==> src/rtl/dmem_responder_if.sv <==
// CPU data-port bundle between the CPU (master) and dmem_responder (slave).
// Address, store data and strobe go in; load data and buffer status come back.
interface dmem_responder_if;
    logic [31:0] address_to_mem;
    logic [31:0] data_to_mem;
    logic        write_enable;
    logic [31:0] read_data;
    logic        wbuf_full;
    logic        wbuf_empty;
    logic        addr_fault;

    modport master (
        output address_to_mem,
        output data_to_mem,
        output write_enable,
        input  read_data,
        input  wbuf_full,
        input  wbuf_empty,
        input  addr_fault
    );

    modport slave (
        input  address_to_mem,
        input  data_to_mem,
        input  write_enable,
        output read_data,
        output wbuf_full,
        output wbuf_empty,
        output addr_fault
    );
endinterface

==> src/rtl/dmem_responder.sv <==
// Data-memory responder: word RAM with combinational loads and an optional posted
// write buffer (enabled by defining DMEM_WBUF_EN) drained on cycles with no store.
module dmem_responder #(
    parameter int MEM_WORDS  = 64,
    parameter int WBUF_DEPTH = 4
) (
    input  logic             clk,
    input  logic             reset,
    dmem_responder_if.slave  bus
);

    localparam int AW = $clog2(MEM_WORDS);

    if ((1 << AW) != MEM_WORDS || WBUF_DEPTH < 2 ||
        (WBUF_DEPTH & (WBUF_DEPTH - 1)) != 0) begin : g_bad_param
        $error("dmem_responder: MEM_WORDS and WBUF_DEPTH must be powers of 2, WBUF_DEPTH >= 2");
    end

    // ------------------------------------------------------------------
    // Address decode shared by loads and stores
    // ------------------------------------------------------------------
    logic [AW-1:0] word_idx;
    logic          addr_ok;
    logic          store_ok;
    logic          store_bad;

    assign word_idx  = bus.address_to_mem[AW+1:2];
    assign addr_ok   = (bus.address_to_mem[1:0] == 2'b00) &&
                       (bus.address_to_mem[31:AW+2] == '0);
    assign store_ok  = bus.write_enable && addr_ok;
    assign store_bad = bus.write_enable && !addr_ok;

    // ------------------------------------------------------------------
    // Word RAM
    // ------------------------------------------------------------------
    logic [31:0]   ram [MEM_WORDS];
    logic          ram_we;
    logic [AW-1:0] ram_waddr;
    logic [31:0]   ram_wdata;

    // NOTE: storage arrays carry no reset; contents persist across reset and only
    // the control state (pointers, count, flags) is cleared.
    always_ff @(posedge clk) begin
        if (ram_we) begin
            ram[ram_waddr] <= ram_wdata;
        end
    end

    // ------------------------------------------------------------------
    // Sticky illegal-store flag
    // ------------------------------------------------------------------
    logic fault_q;

    always_ff @(posedge clk or posedge reset) begin
        if (reset) begin
            fault_q <= 1'b0;
        end else if (store_bad) begin
            fault_q <= 1'b1;
        end
    end

    // ------------------------------------------------------------------
    // Write path: posted buffer or direct RAM write
    // ------------------------------------------------------------------
    logic        fwd_hit;
    logic [31:0] fwd_data;
    logic        full_q;
    logic        empty_q;

`ifdef DMEM_WBUF_EN
    localparam int PW = $clog2(WBUF_DEPTH);
    localparam int CW = PW + 1;

    typedef struct packed {
        logic [AW-1:0] idx;
        logic [31:0]   data;
    } wbuf_entry_t;

    wbuf_entry_t   wbuf [WBUF_DEPTH];
    logic [PW-1:0] head_q;
    logic [PW-1:0] tail_q;
    logic [CW-1:0] count_q;
    logic [CW-1:0] count_d;
    logic          at_cap;
    logic          do_enq;
    logic          do_drain;

    // A store into a full buffer retires the head at the same edge, so nothing is dropped.
    assign at_cap   = (count_q == CW'(WBUF_DEPTH));
    assign do_enq   = store_ok;
    assign do_drain = store_ok ? at_cap : (count_q != '0);

    // NOTE: combinational blocks use blocking assignments with a default first,
    // so every path assigns every output and no latch is inferred.
    always_comb begin
        count_d = count_q;
        if (do_enq && !do_drain) begin
            count_d = count_q + CW'(1);
        end else if (!do_enq && do_drain) begin
            count_d = count_q - CW'(1);
        end
    end

    // NOTE: sequential state uses non-blocking assignments so every register
    // samples pre-edge values, regardless of statement order.
    always_ff @(posedge clk or posedge reset) begin
        if (reset) begin
            head_q  <= '0;
            tail_q  <= '0;
            count_q <= '0;
            full_q  <= 1'b0;
            empty_q <= 1'b1;
        end else begin
            if (do_drain) head_q <= head_q + PW'(1);
            if (do_enq)   tail_q <= tail_q + PW'(1);
            count_q <= count_d;
            full_q  <= (count_d == CW'(WBUF_DEPTH));
            empty_q <= (count_d == '0);
        end
    end

    always_ff @(posedge clk) begin
        if (do_enq) begin
            wbuf[tail_q] <= '{idx: word_idx, data: bus.data_to_mem};
        end
    end

    assign ram_we    = do_drain && !reset;
    assign ram_waddr = wbuf[head_q].idx;
    assign ram_wdata = wbuf[head_q].data;

    // Scan oldest to youngest so the youngest matching entry is the one that sticks.
    always_comb begin : fwd_scan
        logic [PW-1:0] slot;
        slot     = '0;
        fwd_hit  = 1'b0;
        fwd_data = '0;
        for (int k = 0; k < WBUF_DEPTH; k++) begin
            slot = head_q + PW'(k);
            if ((CW'(k) < count_q) && (wbuf[slot].idx == word_idx)) begin
                fwd_hit  = 1'b1;
                fwd_data = wbuf[slot].data;
            end
        end
    end
`else
    assign ram_we    = store_ok && !reset;
    assign ram_waddr = word_idx;
    assign ram_wdata = bus.data_to_mem;
    assign fwd_hit   = 1'b0;
    assign fwd_data  = '0;
    assign full_q    = 1'b0;
    assign empty_q   = 1'b1;
`endif

    // ------------------------------------------------------------------
    // Load path and status outputs
    // ------------------------------------------------------------------
    assign bus.read_data  = !addr_ok ? 32'h0 :
                            fwd_hit  ? fwd_data : ram[word_idx];
    assign bus.wbuf_full  = full_q;
    assign bus.wbuf_empty = empty_q;
    assign bus.addr_fault = fault_q;

endmodule
==> src/flat_wrapper.sv <==
// flat-port wrapper written by rule: the top's interface ports become plain ports
module dmem_responder_flat 
#(
    parameter int MEM_WORDS  = 64,
    parameter int WBUF_DEPTH = 4
)
  (clk, reset, bus_address_to_mem, bus_data_to_mem, bus_write_enable, bus_read_data, bus_wbuf_full, bus_wbuf_empty, bus_addr_fault);
  dmem_responder_if bus_i ();
  input  logic clk;
  input  logic reset;
  input wire logic [$bits(bus_i.address_to_mem)-1:0] bus_address_to_mem;
  input wire logic [$bits(bus_i.data_to_mem)-1:0] bus_data_to_mem;
  input wire logic [$bits(bus_i.write_enable)-1:0] bus_write_enable;
  output wire logic [$bits(bus_i.read_data)-1:0] bus_read_data;
  output wire logic [$bits(bus_i.wbuf_full)-1:0] bus_wbuf_full;
  output wire logic [$bits(bus_i.wbuf_empty)-1:0] bus_wbuf_empty;
  output wire logic [$bits(bus_i.addr_fault)-1:0] bus_addr_fault;
  assign bus_i.address_to_mem = bus_address_to_mem;
  assign bus_i.data_to_mem = bus_data_to_mem;
  assign bus_i.write_enable = bus_write_enable;
  assign bus_read_data = bus_i.read_data;
  assign bus_wbuf_full = bus_i.wbuf_full;
  assign bus_wbuf_empty = bus_i.wbuf_empty;
  assign bus_addr_fault = bus_i.addr_fault;
  dmem_responder #(.MEM_WORDS(MEM_WORDS), .WBUF_DEPTH(WBUF_DEPTH)) u_core (.clk(clk), .reset(reset), .bus(bus_i));
endmodule
==> config.mk <==
export PLATFORM = sky130hd
export DESIGN_NAME = dmem_responder_flat
export DESIGN_NICKNAME = d
export VERILOG_FILES = /design/src/rtl/dmem_responder_if.sv /design/src/rtl/dmem_responder.sv /design/src/flat_wrapper.sv
export SDC_FILE = /design/constraint.sdc
export NUM_CORES = 2
export LEC_CHECK = 0
export CORE_MARGIN = 5
export CORE_UTILIZATION = 25
export CTS_BUF_LIST = sky130_fd_sc_hd__clkbuf_8
export CTS_CLUSTER_SIZE = 24
export DETAILED_ROUTE_END_ITERATION = 10
export PLACE_DENSITY = 0.5
export SLEW_MARGIN = 20
export SYNTH_ARGS = -nofsm -noshare
export SYNTH_HDL_FRONTEND = slang
export SYNTH_SLANG_ARGS = --single-unit
export TNS_END_PERCENT = 5
==> constraint.sdc <==
create_clock -name clk -period 1.7 [get_ports clk]
set_clock_uncertainty 0.15 [all_clocks]
set_input_delay 0.17 -clock clk [delete_from_list [all_inputs] [get_ports clk]]
set_output_delay 0.17 -clock clk [all_outputs]
set_load 0.01 [all_outputs]
# Yosys cells after proc, flatten, opt, wreduce, memory -nomap -nowiden
# Memories as Yosys holds them, arrays and structs flattened.
# Index checks and enable logic that the tools add are counted.
# totals
regBits,1
latchBits,0
memories,1
elab_cells,13
output_inout_bits,35
ramBits,2048
inputBits,67
romBits,0
# op_classes
muxes,3
n_lt_le_gt_ge,0
mul,0
n_reduce_logical,8
bitwise_logic,0
div_mod_pow,0
n_eq_ne,0
shift,0
add_sub_neg,0
# memory_table
name,depth,word_bits,rd,rd_ports_with_merged_regs,write_ports,line,text
u_core.ram,64,32,1,0,1,dmem_responder.sv:36,logic [31:0] ram [MEM_WORDS];
# ops
operator,n
32-bit two-way mux,1
24-bit logical NOT,1
1-bit logical AND,4
1-bit logical NOT,2
2-bit logical NOT,1
1-bit two-way mux,2

# Logic depth before layout (Yosys ltp)
# logic_depth
depth_word,6
mapped_depth,9
mapped_depth_nobuf,5

# Least setup slack after synthesis
# OpenSTA, ideal clock, no wires.
# synth_timing
kind,in2reg
from,in bus_address_to_mem[15]
to,"mem u_core.ram[0][0], enable pin"
stages,7
setup_slack_ns,-1.704
t_arrival_ns,2.833
setup_time_ns,0.421
path_cell_list,or4_1 -> nor3_1 -> nand4_1 -> buf_2 -> nand4bb_1 -> buf_2 -> nor2_1
# synth_via
elab_chain_len,6
# synth_lines
element,line,text
start: declaration,flat_wrapper.sv:11,input wire logic [$bits(bus_i.address_to_mem)-1:0] bus_address_to_mem;
24-bit logical NOT,dmem_responder.sv:29,(bus.address_to_mem[31:AW+2] == '0);
1-bit logical AND,dmem_responder.sv:28,assign addr_ok = (bus.address_to_mem[1:0] == 2'b00) &&
1-bit logical AND,dmem_responder.sv:30,assign store_ok = bus.write_enable && addr_ok;
1-bit logical AND,dmem_responder.sv:147,assign ram_we = store_ok && !reset;
1-bit two-way mux,dmem_responder.sv:44,if (ram_we) begin
1-bit two-way mux (implied by the code),dmem_responder.sv:45,ram[ram_waddr] <= ram_wdata;
end: declaration,dmem_responder.sv:36,
# Every way passes these cells.

# Worst setup path in the final report
# layout_timing
from,mem u_core.ram[38][20]
to,out bus_read_data[20]
# layout_via
elab_chain_len,2
# layout_lines
element,line,text
memory 64 x 32 bit,--,
32-bit two-way mux,dmem_responder.sv:159,assign bus.read_data = !addr_ok ? 32'h0 :
end: declaration,flat_wrapper.sv:14,output wire logic [$bits(bus_i.read_data)-1:0] bus_read_data;
# Every way passes these cells.

==> run metrics <==
die width=567 um; Post-DRT Antenna Nets=0; routed len/inst=roughly 26 um; r2r worst-path depth=3; Final Wtd Congestion=0.831; DR vias=43,524; number of synthesized flops with an enable pin=around 2,000; fillers=about 30,000; Root Buffer=clkbuf_8; critical path class=reg -> out; share of layout cells above drive strength 1=roughly a third; fin cells=roughly 9,200; GRT Total Usage=between 10% and 20%; clk_lat worst skew=~1000 ps; yosys warns=0; gr ovfl total=0; area of the mapped netlist=77,600 um2; 1st-pass router iterations=6; Psw=approximately 23,000 uW; final core area utilization=between 30% and 40%; combinational share of power=6.5%; area growth from synthesis to layout=29.0%; Row Count=between 200 and 250; DIE AREA=approximately 320,000 um2; Int Pwr=slightly below 80,000 uW; vias in the first global route=between 40,000 and 50,000; IO buf count=between 90 and 100; Seq/Total Area, Yosys=79.3%; Seq cells post-synth=a little over 2,000; # IOs=just over 100; maximum vdd drop=between 900 and 1000 uV; RSZ-0062 raised after global routing=true; met2 Resource Use GR=a little under a quarter; final setup fails=between 800 and 900; Final Hold Fails=0; PnR worst setup slack=-1680 ps; syn nets=between 3,000 and 4,000; FFs w/ async S/R, synth=0.0488%; first-pass GRT wire length=between 300,000 and 400,000 um; fmax=between 200 and 300 MHz; required time of the critical path=between 1000 and 1500 ps; main flop type after synthesis=edfxtp_1; multi-input logic area=16,700 um2; Worst R2R Setup Slack=210 ps; Pwr per Cell Area=roughly 1000 nW/um2; Routed WL=between 200,000 and 250,000 um; setup TNS=-86,320 ps; Final Critical Period=roughly 3400 ps; HPWL Detailed=150,000 um; failing checks=negative setup slack; Startpoint Class=flop; Critical Path AT=just over 3000 ps; Clock transition at path regs=approximately 60 ps; Most Used Layer, Global Route=met2; Critical Path Fanout Max=1; Slew @ Worst Pin=about 880 ps; vias per std cell=between 4 and 5; reg2reg start=u_core.bus.addr_fault$_DFFE_PP0P_; Initial Utilization=25.1%; cell count after synthesis=3,797; Iter 0 DRT Violations=between 4,000 and 5,000; Rel. slew slack=about two fifths; Min Hold Slack=71.0 ps; worst hold start=bus_data_to_mem[26]; outcome=finished with violations; Tcrit/Tclk final=199%; initial antenna violation count=9; grt met1 use=20.6%; worst r2r dst=u_core.bus.addr_fault$_DFFE_PP0P_; Final nets=~4,900; Max Slew Vio Count=0; pre-CTS setup slack=-2140 ps; Flop pwr share=between 50% and 60%; clock buffer depth=4; leakage power=roughly 0.032 uW; Hold Path Depth=3; DRC=0; worst hold path endpoint=u_core.ram[63][26]$_DFFE_PP_; CTS tree=done; Max Cap Violations=0; met3 GRT Util=2.29%; Max H-tree Level=5; CTS buffer count=approximately 350; largest net degree at the start of global routing=65; Worst Hold Class=in -> reg; Num Clock Sinks=a little over 2,000; Critical Path End Type=output pin; Core Area=309,000 um2; Avg Inst Size Synth=a little over 20 um2; Clk network pwr share=38.7%; Switching Share=between 20% and 30%; Chip Height=around 570 um; Synth cell types=56; register area=61,500 um2; DP Cell Count=about 8,500
## cell usage in the layout, fill, tap and decap left out, types with 11 or more instances in the layout
master	synthesis	routed
mux4_2	270	270
nand2_1	69	66
o22ai_1	105	62
dlygate4sd3_1	0	51
mux2i_4	0	20
buf_4	35	469
o22ai_2	0	16
a22oi_1	180	179
buf_12	0	232
nor2_1	189	98
buf_2	108	43
mux2i_2	0	23
clkbuf_8	0	355
clkinv_1	0	76
nor2_4	0	86
o21ai_0	67	65
diode_2	0	15
a41oi_2	0	27
o22ai_4	0	27
clkbuf_16	0	11
mux2i_1	165	122
clkdlybuf4s50_1	0	11
a311oi_1	28	27
edfxtp_1	2048	2048
a221oi_1	244	243
buf_16	0	16
inv_1	2	119
nand3b_1	11	11
clkinv_2	0	28
a21oi_1	35	24
buf_6	15	51
## repair_timing
| action | 4_1_cts | 5_1_grt |
|---|---|---|
| pin swaps | 98 | 63 |
| endpoints found under the setup margin | 1927 | 2093 |
| endpoints found under the hold margin | 2050 | 0 |
| hold buffers | 51 | 0 |
| cloned | 10 | 11 |
| resized for setup | 437 | 91 |
| setup buffers | 27 | 12 |
## synthesized netlist by cell type (6+ instances only)
cell type     n  area share [%]
buf_6        15            0.22
buf_2       108            0.70
a311oi_1     28            0.32
clkbuf_1     98            0.47
nor2_1      189            0.91
a221oi_1    244             2.8
mux4_2      270             7.8
o22ai_1     105            0.85
nand3b_1     11            0.11
mux2i_1     165             2.1
nand2_1      69            0.33
o21ai_0      67            0.43
buf_4        35            0.34
edfxtp_1   2048              79
buf_1        12           0.058
a22oi_1     180             1.7
a21oi_1      35            0.23
nor4_1        6           0.048
a41oi_1      32            0.36
nand4bb_1     8            0.12
## logic make-up (layout without fill, tap and decap cells)
group                  after synthesis  after routing  synth area share [%]
other                                2             17               0.00968
AOI/OAI and AO/OA                  718            718                  6.98
buffers and inverters              270           1503                  1.80
muxes                              440            440                  10.0
and+or+nand+nor                    318            318                  1.85
DFF                               2049           2049                  79.3
## worst max-delay path, stage by stage (launching register included)
cell      delay [ps]
edfxtp_1         350
mux4_2           490
mux2i_2          360
o22ai_2          160
nor2_4           190
a41oi_2          160
buf_6            200
buf_6            110
## state kept, by name, indices dropped and copies added (netlist names)
| name | cells |
|---|---|
| u_core.bus.addr_fault | 1 |
| u_core.ram | 2048 |
## how the worst max path moves through the flow
stage | to | depth (start not counted) | from | slack (ps)
floorplan | u_core.ram[8][0]$_DFFE_PP_ | 7 | bus_address_to_mem[15] | -880
global route | bus_read_data[6] | 9 | u_core.ram[63][6]$_DFFE_PP_ | -1820
finish | bus_read_data[20] | 7 | u_core.ram[38][20]$_DFFE_PP_ | -1680
CTS | bus_read_data[13] | 9 | u_core.ram[62][13]$_DFFE_PP_ | -1830
global placement | bus_read_data[20] | 11 | bus_address_to_mem[6] | -2170
detailed placement | bus_read_data[20] | 11 | bus_address_to_mem[6] | -2140
## metrics by stage
step	total power [uW]	cell area [um2]
after floorplan	59100	78100
after detailed placement	62700	91000
final	101000	100000
after global placement	62700	91000
after global routing	105000	100000
after CTS	103000	99200
## power by group through the flow
stage / Combinational (uW) / Sequential [uW] / Clock (uW)
final: 6540 / 55600 / 39300
after detailed placement: 6100 / 56600 / 0
after global placement: 6060 / 56600 / 0
after global routing: 6930 / 55500 / 42900
after CTS: 6530 / 55600 / 40500
after floorplan: 2440 / 56600 / 0
## per-layer routing
metal / routed length, um / part of all wire (%) / up-vias
met3: 15000 / 6.2 / 362
met2: 114000 / 47 / 1547
met1: 107000 / 44 / 23372
met4: 5710 / 2.4 / 0
li1: - / - / 18243
met5: 0 / 0 / -
## area by class of cell
| cell class | count | share of cell area, % |
|---|---|---|
| Clock inverter | 235 | 1.08 |
| Timing Repair Buffer | 911 | 10.6 |
| Antenna cell | 15 | 0.0375 |
| Multi-Input combinational cell | 1478 | 16.7 |
| Inverter | 2 | 0.0150 |
| Clock buffer | 355 | 4.88 |
| Tap cell | 4120 | 5.15 |
| Sequential cell | 2049 | 61.5 |
(Power assumes the default switching activity.)
